### config.mk
export PLATFORM = sky130hd
export DESIGN_NAME = fifo_wr_arbiter
export DESIGN_NICKNAME = d
export VERILOG_FILES = /design/src/rtl/fifo_wr_arbiter.sv
export SDC_FILE = /design/constraint.sdc
export NUM_CORES = 1
export LEC_CHECK = 0
export ABC_AREA = 0
export BUFFER_PORTS_ARGS = -buffer_cell sky130_fd_sc_hd__buf_2
export CORE_MARGIN = 2
export CORE_UTILIZATION = 37
export DETAILED_ROUTE_END_ITERATION = 10
export GPL_TIMING_DRIVEN = 0
export PLACE_DENSITY = 0.9
export SLEW_MARGIN = 20
export SYNTH_ARGS = -nofsm -noshare
export SYNTH_HDL_FRONTEND = slang
export SYNTH_SLANG_ARGS = --single-unit
### constraint.sdc
create_clock -name i_clk -period 4.29 [get_ports i_clk]
set_input_delay 0.429 -clock i_clk [delete_from_list [all_inputs] [get_ports i_clk]]
set_output_delay 0.429 -clock i_clk [all_outputs]
set_load 0.1 [all_outputs]
### src/rtl/fifo_wr_arbiter.sv
// rtl/fifo_wr_arbiter.sv - round-robin burst-bounded arbiter for a shared FIFO write port
// Optional feature macro: FIFO_WR_ARBITER_STATS_EN adds o_word_count / o_stall_count.
module fifo_wr_arbiter #(
  parameter int DATA_WIDTH = 32,
  parameter int NUM_REQ    = 4,
  parameter int MAX_BURST  = 4
) (
  input  logic                          i_clk,
  input  logic                          i_rst,
  input  logic [NUM_REQ-1:0]            i_req,
  input  logic [NUM_REQ*DATA_WIDTH-1:0] i_data,
  output logic [NUM_REQ-1:0]            o_gnt,
  output logic [NUM_REQ-1:0]            o_ack,
  input  logic                          i_fifo_full,
  output logic                          o_fifo_write,
  output logic [DATA_WIDTH-1:0]         o_fifo_data,
  output logic                          o_busy
`ifdef FIFO_WR_ARBITER_STATS_EN
  ,
  output logic [15:0]                   o_word_count,
  output logic [15:0]                   o_stall_count
`endif
);

  localparam int IDX_W = $clog2(NUM_REQ);
  localparam int CNT_W = (MAX_BURST > 1) ? $clog2(MAX_BURST) : 1;
  localparam logic [CNT_W-1:0] CNT_LAST = CNT_W'(MAX_BURST - 1);
  localparam logic [IDX_W-1:0] IDX_LAST = IDX_W'(NUM_REQ - 1);

  typedef enum logic {IDLE, BUSY} state_t;

  state_t             state_q, state_d;
  logic [IDX_W-1:0]   owner_q, owner_d;
  logic [IDX_W-1:0]   last_q, last_d;
  logic [CNT_W-1:0]   count_q, count_d;
  logic [NUM_REQ-1:0] gnt_q, gnt_d;
  logic [IDX_W-1:0]   sel_idx, cand;
  logic               sel_valid;
  logic               xfer, tenure_end;

  // Round-robin pick: first requester after the previous owner, wrapping.
  always_comb begin
    sel_valid = 1'b0;
    sel_idx   = '0;
    cand      = '0;
    for (int i = 1; i <= NUM_REQ; i++) begin
      cand = IDX_W'((int'(last_q) + i) % NUM_REQ);
      if (!sel_valid && i_req[cand]) begin
        sel_valid = 1'b1;
        sel_idx   = cand;
      end
    end
  end

  // Next-state and write-side outputs; a tenure always returns to IDLE for one bubble.
  always_comb begin
    state_d      = state_q;
    owner_d      = owner_q;
    last_d       = last_q;
    count_d      = count_q;
    gnt_d        = gnt_q;
    xfer         = 1'b0;
    tenure_end   = 1'b0;
    o_fifo_write = 1'b0;
    o_ack        = '0;
    o_fifo_data  = '0;
    case (state_q)
      IDLE: begin
        if (sel_valid) begin
          state_d = BUSY;
          owner_d = sel_idx;
          count_d = '0;
          gnt_d   = NUM_REQ'(1) << sel_idx;
        end
      end
      BUSY: begin
        xfer           = i_req[owner_q] & ~i_fifo_full;
        o_fifo_write   = xfer;
        o_ack[owner_q] = xfer;
        o_fifo_data    = i_data[int'(owner_q)*DATA_WIDTH +: DATA_WIDTH];
        tenure_end     = ~i_req[owner_q] | (xfer & (count_q == CNT_LAST));
        if (xfer) begin
          count_d = count_q + CNT_W'(1);
        end
        if (tenure_end) begin
          state_d = IDLE;
          gnt_d   = '0;
          last_d  = owner_q;
          count_d = '0;
        end
      end
      default: state_d = IDLE;
    endcase
  end

  // State register; reset hands first priority to requester 0.
  always_ff @(posedge i_clk) begin
    if (i_rst) begin
      state_q <= IDLE;
      owner_q <= '0;
      last_q  <= IDX_LAST;
      count_q <= '0;
      gnt_q   <= '0;
    end else begin
      state_q <= state_d;
      owner_q <= owner_d;
      last_q  <= last_d;
      count_q <= count_d;
      gnt_q   <= gnt_d;
    end
  end

  assign o_gnt  = gnt_q;
  assign o_busy = (state_q == BUSY);

`ifdef FIFO_WR_ARBITER_STATS_EN
  logic stall_evt;
  assign stall_evt = (state_q == BUSY) & i_req[owner_q] & i_fifo_full;

  // Saturating counters of written words and full-stalled grant cycles.
  always_ff @(posedge i_clk) begin
    if (i_rst) begin
      o_word_count  <= '0;
      o_stall_count <= '0;
    end else begin
      if (o_fifo_write && (o_word_count != 16'hFFFF)) begin
        o_word_count <= o_word_count + 16'd1;
      end
      if (stall_evt && (o_stall_count != 16'hFFFF)) begin
        o_stall_count <= o_stall_count + 16'd1;
      end
    end
  end
`endif

endmodule
# After elaboration in Yosys (flattened, before gate mapping)
# Cells that the tools add are included.
[totals] register_bits=11 output_inout_bits=42 input_bits=135 word_cells=73
[classes] muxes=33 shifts=2 eq_ne=4 bitwise=7 addsub=5 n_lt_le_gt_ge=6 reduce_logical=11
[op_table] operator="$shiftx A128 B8 Y32" n=1
[op_table] operator="$mux W32" n=1
[op_table] operator="$lt A2 B3 Y1 const B" n=5
[op_table] operator="$mux W2" n=7
[op_table] operator="$mux W1" n=13
[op_table] operator="$mux W4" n=3
[op_table] operator="$bmux W1 S2" n=5
[op_table] operator="$pmux W4 S2" n=1
[op_table] operator="$reduce_and A2 Y1" n=4
[op_table] operator="$add A2 B1 Y2 const B" n=3
[op_table] operator="$add A2 B2 Y2 const B" n=2
[op_table] operator="$and A4 B4 Y4" n=1
[op_table] operator="$logic_and A1 B1 Y1" n=4
[op_table] operator="$pmux W2 S2" n=1
[op_table] operator="$shl A1 B2 Y4 const A" n=1
[op_table] operator="$logic_not A1 Y1" n=3
[op_table] operator="$ne A3 B1 Y1 const B" n=1
[op_table] operator="$not A1 Y1" n=3
[op_table] operator="$and A1 B1 Y1" n=2
[op_table] operator="$demux W1 S2" n=1
[op_table] operator="$eq A2 B2 Y1 const B" n=1
[op_table] operator="$ge A2 B1 Y1 const B" n=1
[op_table] operator="$ne A2 B1 Y1 const B" n=1
[op_table] operator="$ne A2 B2 Y1 const B" n=1
[op_table] operator="2 further kinds" n=2

# Longest topological paths before layout
[logic_depth] ltp_word=16 depth_mapped=5 ltp_nobuf=5

# Worst setup path after synthesis
# No wires, ideal clock.
[synth_path] kind="reg-to-output" start="register state_q, in the netlist o_busy" end="output o_ack[0]" required_ns=3.861 setup_slack_ns=-0.424 path_buffers=0 stages_incl_launch_ff=3 arrival_ns=4.285 cell_sequence="dfxtp_1 -> nand2b_1 -> nor4b_1"
[synth_via] elab_chain_len=1
[synth_rtl] item="from (decl)" line_no="32" rtl="state_t state_q, state_d;"
[synth_rtl] item="from (signal assigned)" line_no="105" rtl="state_q <= state_d;"
[synth_rtl] item="$mux W4" line_no="67" rtl="case (state_q)"
[synth_rtl] item="to (decl)" line_no="13" rtl="output logic [NUM_REQ-1:0] o_ack,"
# Every way passes these cells.

# Worst setup path after layout
[layout_path] start="register owner_q[1]" end="output o_fifo_data[24]"
[layout_via] elab_chain_len=2
[layout_rtl] item="from (decl)" line_no="33" rtl="logic [IDX_W-1:0] owner_q, owner_d;"
[layout_rtl] item="from (signal assigned)" line_no="106" rtl="owner_q <= owner_d;"
[layout_rtl] item="$shiftx A128 B8 Y32" line_no="80" rtl="o_fifo_data = i_data[int'(owner_q)*DATA_WIDTH +: DATA_WIDTH];"
[layout_rtl] item="$mux W32" line_no="67"
[layout_rtl] item="to (decl)" line_no="16" rtl="output logic [DATA_WIDTH-1:0] o_fifo_data,"
# Every way passes these cells.

==> flow_summary.yaml <==
finish:
  final_cell_mix: "buf_2, mux4_2, and2_1"
  area_delta_synth_final_pct: 63.2
  final_layout_size_suffix_gt1_share_pct: 68.8
  layout_commonest_cell: "buf_2"
  final.fill_count: 354
  regArea_um2: 220
  n_antenna_cell: 0
  nets: 458
  multi_input_area_um2: 1290
routing:
  wl_per_cell_um: 16.5
  first_iter_violations: 79
  vias: 1998
  drtPass1Iterations: 4
  ant_nets: 0
  drc_errors: 0
  wl_mm: 6.12
  vias_per_cell: 5.39
global_routing:
  first_global_vias: 2121
  grt_pass1_wl_mm: 9.87
  track_usage_pct: 25.1
  antenna_found_initial: 0
  grt_max_degree: 11
  overflow: 0
synthesis:
  yosysWarningCount: 0
  ys.flop_type: "dfxtp_1"
  ys_types: 35
  postSynthAreaPerCell_um2: 11.2
  ys_seq_elements: 11
  synth-edff-count: 0
  syn_area_um2: 1570
  synthCells: 141
  async_reset_ff_share_pct: 0
  syn_nets: 277
  yosysSeqAreaShare_pct: 14.0
floorplan:
  std_cell_rows: 23
  die_h_um: 69.2
  io_pins: 177
  start_util_pct: 38.8
  core_area_um2: 4060
  fp.dieW_um: 69.2
  dieArea_um2: 4790
placement:
  routabilityCongestion: 0.887
  hpwl_mm: 5.30
  numPortBuffers: 176
worst_setup_path:
  reg2reg_depth: 4
  r2r_end: "o_gnt[3]"
  worst_ep_required_time_ps: 3860
  worstSetupPathType: "flop to output port"
  regToRegSetupSlack_ps: 2670
  cp_max_fo: 10
  startpoint_type: "flop"
  r2r_start: "owner_q[0]"
  endpoint_kind: "output port"
  arrival_ps: 2180
timing:
  fin_skew_ps: 0.968
  post-route-period-util_pct: 60.9
  fin_setup_tns_ps: 0
  rsz0062_at_grt: "no"
  finalSetupViolCount: 0
  whs_ps: 484
  worst_pin_slew_ps: 594
  hold_viol: 0
  slew_headroom_pct: 60.4
  slew_viol_final: 0
  clock.fmax_mhz: 383
  post-route-min-period_ps: 2610
power_and_ir_drop:
  powerDensity_nw_per_um2: 307
  leakagePower_nw: 1.29
  ir_drop_mv: 0.238
cts:
  htreeDepth: 1
  hold_buffers: 0
  cts_sinks: 11
  clk_pin_slew_worst_paths_ps: 50
  clkLatencyLatePin_ps: 240
  clockBufferDepth: 2
  cts_root_buffer: "clkbuf_8"
  cts_inserted_buffers: 3
  cts_resized: 0
  cts_setup_buffers: 0
  cts_tree: "built"
worst_hold_path:
  whs_endpoint: "o_gnt[3]"
  holdPathStages: 1
  hold_class: "flop to flop"
  hold_start: "o_gnt[3]"
run:
  maxCapViolations: 0
run_status:
  status: "complete, no violations"
through the flow:
step | instances | cell area [µm²] | util, % | total power, mW | setup slack [ps]
6_report | 371 | 2570 | 63.3 | 0.789 | 1680
5_1_grt | 371 | 2570 | 63.3 | 0.822 | 1580
4_1_cts | 371 | 2570 | 63.3 | 0.793 | 1660
3_5_place_dp | 367 | 2520 | 62.2 | 0.687 | 1920
3_3_place_gp | 367 | 2520 | 62.2 | 0.677 | 1930
2_1_floorplan | 141 | 1580 | - | 0.564 | 209
metal layers:
metal  vias up  share of wire [%]  GRT usage, %
met5         -                  0             0
met4         0                3.5          10.0
met2        91                 55          48.9
li1        919                  -             -
met3        23                6.8          5.23
met1       965                 35          25.6
worst max-delay path, cell delays in order, from the launching register on:
cell and delay, ps:
dfxtp_1 350, clkbuf_1 440, buf_2 360, mux4_2 340
and2_1 170, buf_2 290
flip-flops by register name, summed over array words and instances, names as in the netlist:
register	flops
count_q	2
last_q	2
o_busy	1
o_gnt	4
owner_q	2
kinds of logic after synthesis:
family	count (synthesis)	share of synthesized area, %
muxes	34	47.9
adders and majority gates	1	0.795
and+or+nand+nor	60	23.5
AOI/OAI and AO/OA	20	9.46
buffers and inverters	15	4.45
DFF	11	14.0
where the power goes:
part           internal, mW  total (mW)  switching (mW)
logic                 0.180       0.566           0.387
clock network        0.0653       0.104          0.0391
registers             0.111       0.118         0.00701
total                 0.356       0.789           0.433
cells in the mapped netlist (2+ instances only):
| cell type | number | share of area, % |
|---|---|---|
| a21oi_1 | 4 | 1.3 |
| nor2_1 | 7 | 1.7 |
| o22ai_1 | 2 | 0.79 |
| buf_4 | 3 | 1.4 |
| mux4_2 | 33 | 47 |
| nor3b_1 | 2 | 0.95 |
| and3_1 | 2 | 0.79 |
| dfxtp_1 | 11 | 14 |
| nand2b_1 | 6 | 2.4 |
| buf_2 | 2 | 0.64 |
| and2_1 | 32 | 13 |
| nor3_1 | 2 | 0.64 |
| nor4b_1 | 2 | 1.1 |
| a22o_1 | 2 | 1.1 |
| a21o_1 | 2 | 0.95 |
| a31o_1 | 2 | 1.1 |
| nand3b_1 | 3 | 1.4 |
| clkbuf_1 | 7 | 1.7 |
final cells by class:
class	instances	share of cell area (%)
tap	50	2.44
buffer	13	2.44
timing repair buffer	176	34.3
multi-input combinational	115	50.2
clock buffer	4	1.75
inverter	2	0.292
sequential	11	8.57
how the worst max path moves through the flow:
stage / start / slack [ps] / to
after floorplan: o_busy / 210 / o_ack[2]
after global placement: owner_q[1] / 1930 / o_fifo_data[23]
after detailed placement: owner_q[1] / 1920 / o_fifo_data[24]
after CTS: owner_q[1] / 1660 / o_fifo_data[24]
after global routing: owner_q[1] / 1580 / o_fifo_data[24]
final: owner_q[1] / 1680 / o_fifo_data[24]
Power figures use the tool's default switching activity.
